**src/rtl/gb_interposer_nway.sv**
```systemverilog
// Ghostbus interposer: one host GBPORT bus fanned out to NCH child windows of 2**SUB_AW words.
// Registered request stage, fixed-latency read FSM, saturating error counters.
module gb_interposer_nway #(
   parameter int unsigned AW     = 24,
   parameter int unsigned DW     = 32,
   parameter int unsigned NCH    = 4,
   parameter int unsigned SUB_AW = 20,
   parameter int unsigned RD_LAT = 1,
   parameter logic [DW-1:0] DEF_RD = DW'(32'hDEADBEEF)
) (
   input  logic              clk,
   input  logic              rst,
   input  logic [AW-1:0]     GBPORT_addr,
   input  logic [DW-1:0]     GBPORT_dout,
   output logic [DW-1:0]     GBPORT_din,
   input  logic              GBPORT_we,
   input  logic              GBPORT_wstb,
   input  logic              GBPORT_rstb,
   output logic              rvalid,
   output logic [SUB_AW-1:0] ch_addr,
   output logic [DW-1:0]     ch_dout,
   output logic              ch_we,
   output logic [NCH-1:0]    ch_wstb,
   output logic [NCH-1:0]    ch_rstb,
   input  logic [NCH*DW-1:0] ch_din,
   output logic [7:0]        err_unmap,
   output logic [7:0]        err_drop
);

   localparam int unsigned CB   = $clog2(NCH);
   localparam int unsigned CHW  = (CB == 0) ? 1 : CB;
   localparam int unsigned CNTW = 4;

   typedef enum logic [1:0] {IDLE, WAIT, CAPT} state_t;

   state_t          state;
   logic [CNTW-1:0] cnt;
   logic [CHW-1:0]  rd_ch;
   logic            rd_hit;

   // Reset asserts immediately, releases two clocks after rst falls
   logic [1:0] rst_pipe;
   logic       rst_int;

   always_ff @(posedge clk or posedge rst) begin
      if (rst) rst_pipe <= 2'b11;
      else     rst_pipe <= {rst_pipe[0], 1'b0};
   end

   assign rst_int = rst_pipe[1];

   // Channel decode; shifts keep NCH=1 (zero channel bits) legal
   logic [AW-1:0]  addr_sh;
   logic [AW-1:0]  addr_up;
   logic [CHW-1:0] dec_ch;
   logic           dec_hit;
   logic [NCH-1:0] dec_oh;
   logic           wr_ev;
   logic           rd_acc;
   logic           rd_drop;
   logic           unmap_inc;

   always_comb begin
      addr_sh   = GBPORT_addr >> SUB_AW;
      addr_up   = GBPORT_addr >> (SUB_AW + CB);
      dec_ch    = CHW'(addr_sh & AW'((64'd1 << CB) - 64'd1));
      dec_hit   = (addr_up == '0) && (32'(dec_ch) < NCH);
      dec_oh    = NCH'(1) << dec_ch;
      wr_ev     = GBPORT_wstb & GBPORT_we;
      rd_acc    = GBPORT_rstb && !wr_ev && (state == IDLE);
      rd_drop   = GBPORT_rstb && !rd_acc;
      unmap_inc = (wr_ev || rd_acc) && !dec_hit;
   end

   always_ff @(posedge clk or posedge rst_int) begin
      if (rst_int) begin
         state      <= IDLE;
         cnt        <= '0;
         rd_ch      <= '0;
         rd_hit     <= 1'b0;
         GBPORT_din <= '0;
         rvalid     <= 1'b0;
         ch_addr    <= '0;
         ch_dout    <= '0;
         ch_we      <= 1'b0;
         ch_wstb    <= '0;
         ch_rstb    <= '0;
         err_unmap  <= '0;
         err_drop   <= '0;
      end else begin
         ch_wstb <= '0;
         ch_rstb <= '0;
         rvalid  <= 1'b0;

         // A dropped read never disturbs the address seen by an in-flight child read
         if (wr_ev || rd_acc) begin
            ch_addr <= GBPORT_addr[SUB_AW-1:0];
            ch_dout <= GBPORT_dout;
            ch_we   <= wr_ev;
         end
         if (wr_ev && dec_hit)  ch_wstb <= dec_oh;
         if (rd_acc && dec_hit) ch_rstb <= dec_oh;

         case (state)
            IDLE: begin
               if (rd_acc) begin
                  rd_ch  <= dec_ch;
                  rd_hit <= dec_hit;
                  cnt    <= CNTW'(RD_LAT);
                  state  <= WAIT;
               end
            end
            WAIT: begin
               if (cnt == CNTW'(1)) state <= CAPT;
               else                 cnt   <= cnt - CNTW'(1);
            end
            CAPT: begin
               GBPORT_din <= rd_hit ? ch_din[32'(rd_ch) * DW +: DW] : DEF_RD;
               rvalid     <= 1'b1;
               state      <= IDLE;
            end
            default: state <= IDLE;
         endcase

         if (unmap_inc && (err_unmap != 8'hFF)) err_unmap <= err_unmap + 8'd1;
         if (rd_drop && (err_drop != 8'hFF))    err_drop  <= err_drop + 8'd1;
      end
   end

endmodule

```
**config.mk**
```make
export PLATFORM = sky130hd
export DESIGN_NAME = gb_interposer_nway
export DESIGN_NICKNAME = d
export VERILOG_FILES = /design/src/rtl/gb_interposer_nway.sv
export SDC_FILE = /design/constraint.sdc
export NUM_CORES = 1
export LEC_CHECK = 0
export BUFFER_PORTS_ARGS = -buffer_cell sky130_fd_sc_hd__buf_2
export CAP_MARGIN = 30
export CORE_AREA = 2 2 118 120
export DETAILED_ROUTE_END_ITERATION = 16
export DIE_AREA = 0 0 120 122
export GPL_ROUTABILITY_DRIVEN = 0
export PLACE_DENSITY = 0.8
export SLEW_MARGIN = 30
export SYNTH_ARGS = -nofsm -noshare
export SYNTH_HDL_FRONTEND = slang
export SYNTH_SLANG_ARGS = --single-unit
```
**constraint.sdc**
```tcl
create_clock -name clk -period 4.95 [get_ports clk]
set_clock_uncertainty 0.1 [all_clocks]
set_input_delay 1.485 -clock clk [delete_from_list [all_inputs] [get_ports clk]]
set_output_delay 1.485 -clock clk [all_outputs]
set_load 0.02 [all_outputs]
```
==> metrics.csv <==
metric,value,unit
routed vias/inst,5.05,
buffers added on ports,298,
status,"finished, final reports clean",
layout cells sized above 1,0.603,
cts repair resizes,0,
# DRC,0,
I/O pin count,299,
Netlist cell types,43,
cell taking the most area after synthesis,dfrtp_1,
Antenna Violating Nets Remaining,0,
Routed wire per std cell,17.8,um
RR Endpoint,ch_addr[17],
pins over their slew limit,0,
PD cells,622,nW/um^2
setup TNS after final layout,0,ns
internal power,3040,uW
"most common cell after layout, fill and taps aside",buf_2,
R2R depth,4,
global route overflow,0,
Longest Clk Path Bufs,2,
first-pass GRT wire length,23500,um
vias in the first global route,4588,
clk_lat worst skew,0.42,ns
Worst R2R Start,state[0],
htree depth,4,
max cap viols,0,
Site Rows,43,
number of antenna diodes,0,
Critical Path Fanout Max,41,
Mapped Area,5520,sq um
period utilization,0.633,
Tightest Pin Transition,0.778,ns
FMAX,319,MHz
core box area,13500,sq um
DPL Wire Length,11800,um
CTS tree,yes,
TritonCTS buffer count,17,
Crit Path Category,input pin to flop,
P_sw,1760,uW
Clock Power Share,0.265,
Slowest cell on crit path,buf_4,
Layout Area Growth over Synthesis,39.7,%
worst path buffer plus inverter count,2,
Die Wd,120,um
CP Cell Sequence,buf_2 -> and2_2 -> a21oi_4 -> buf_4 -> mux2_2,
Clock Pin Slew Worst Setup and Hold Paths,0.06,ns
DR iter-0 viols,208,
most frequent cells in the layout,"298 x buf_2, 118 x dfrtp_1, 32 x mux4_2",
Setup crit start,GBPORT_wstb,
worst hold path class,flop to flop,
Die Height,122,um
final wirelength,15300,um
syn nets,560,
FF-to-FF setup slack,2.66,ns
die area,14600,sq um
Max-slew headroom,0.481,
Initial Util,0.409,
root buf cell,clkbuf_16,
"Hold Vio Cnt, Final",0,
Hold EP,rst_pipe[1],
Nets,860,
Setup crit start kind,input pin,
first-pass iteration count of the detailed router,6,
top-area cell type share of the netlist area,0.539,
Max stage delay on crit path,0.56,ns
antenna violations before repair,0,
Post-Place Cell Area,7100,sq um
Peak VDD IR,0.314,mV
Final setup viols,0,
yosys warns,0,
"Min Clock Period, post-route",3.13,ns
hold path startpoint,rst_pipe[0],
Combinational Power Share,0.401,
Yosys reg bits,121,
largest net degree at the start of global routing,64,
RSZ-0062 raised after global routing,no,
cell family with most CP delay,buffers and inverters,
Switching Share,0.366,
worst hold stages,0,
GRT Overall Usage,0.212,
post-synthesis area per instance,15.0,sq um
Flop pwr share,0.334,
Worst EP required,5.15,ns
vias post-DR,4343,
clk sinks,121,
nature of the critical path endpoint,flop,
Hold Buf Count CTS,0,
setup bufs post-CTS,0,
leak pwr,0.00369,uW
Synth Instances,367,
fill count,1093,
final instance area,7720,sq um
WP data arrival,3.33,ns
top post-synthesis cells by area,"dfrtp_1 54%, mux4_2 13%, mux2_1 6.3%",
post-synthesis sequential area ratio,0.549,
## routing by layer
layer  GRT usage  wire length [um]
met1       0.250              6010
met2       0.348              7680
met3      0.0744              1170
met4       0.101               447
met5           0                 0
## how the worst max path moves through the flow
stage / to / slack [ns] / cells after the start
CTS: ch_addr[17] / 1.81 / 5
floorplan: GBPORT_din[0] / 1.36 / 1
finish: ch_addr[17] / 1.82 / 5
global placement: ch_dout[30] / 1.45 / 5
detailed placement: ch_addr[17] / 1.35 / 5
global route: ch_dout[11] / 1.70 / 5
## final cells by class
class | count | area (sq um) | area share
Tap cell | 180 | 225 | 0.0292
Clock inverter | 11 | 144 | 0.0186
Timing Repair Buffer | 302 | 1520 | 0.197
Inverter | 7 | 28.8 | 0.00373
Multi-Input combinational cell | 218 | 2290 | 0.297
Sequential cell | 121 | 3030 | 0.393
Clock buffer | 21 | 470 | 0.0610
## flip-flops by register name (all words and copies together), names as in the netlist
register    flops
rd_hit          1
err_drop        8
GBPORT_din     32
ch_we           1
err_unmap       8
rst_pipe        2
ch_dout        32
ch_wstb         4
ch_rstb         4
cnt             4
rvalid          1
ch_addr        20
state           2
rd_ch           2
## metrics by stage
step                hold slack (ns)   util  setup WS [ns]  instances  power, uW
floorplan                     0.245      -           1.36        367       2980
detailed placement            0.256  0.526           1.35        828       3560
CTS                           0.263  0.571           1.81        860       4850
global placement              0.247  0.526           1.45        828       3480
global route                  0.270  0.571           1.70        860       5070
finish                        0.263  0.571           1.82        860       4800
## power by group through the flow
| stage | combinational, uW | clock [uW] | sequential (uW) |
|---|---|---|---|
| 3_5_place_dp | 1950 | 0 | 1610 |
| 2_1_floorplan | 989 | 0 | 1990 |
| 6_report | 1930 | 1270 | 1600 |
| 4_1_cts | 1960 | 1300 | 1600 |
| 5_1_grt | 2070 | 1350 | 1650 |
| 3_3_place_gp | 1890 | 0 | 1590 |
## cells in the mapped netlist (all sizes together)
cell	instances
nand2	17
buf	20
clkbuf	1
inv	7
dfstp	2
nand3	10
o221ai	1
a21oi	1
a211oi	1
nor4	3
xnor2	1
conb	1
nand2b	5
o22a	24
ha	4
mux2	56
nor4b	3
a22o	8
and2	4
dfrtp	119
or3b	1
xor2	14
o21a	1
nor2	19
mux2i	1
nor2b	1
or2	1
nand4	2
mux4	32
nor3	7
## cells by family (layout without fill, tap and decap cells)
logic type               Yosys count  in the layout  synth area share
AND/OR/NAND/NOR                   73             73            0.0757
XOR/XNOR                          15             15            0.0238
flip-flops                       121            121             0.549
buffers and inverters             28            341            0.0356
adder cells (fa/ha/maj)            4              4           0.00906
multiplexers                      89             89             0.247
other                              1              1          0.000679
AO/OA/AOI/OAI                     36             36            0.0591
Power figures use the tool's default switching activity.
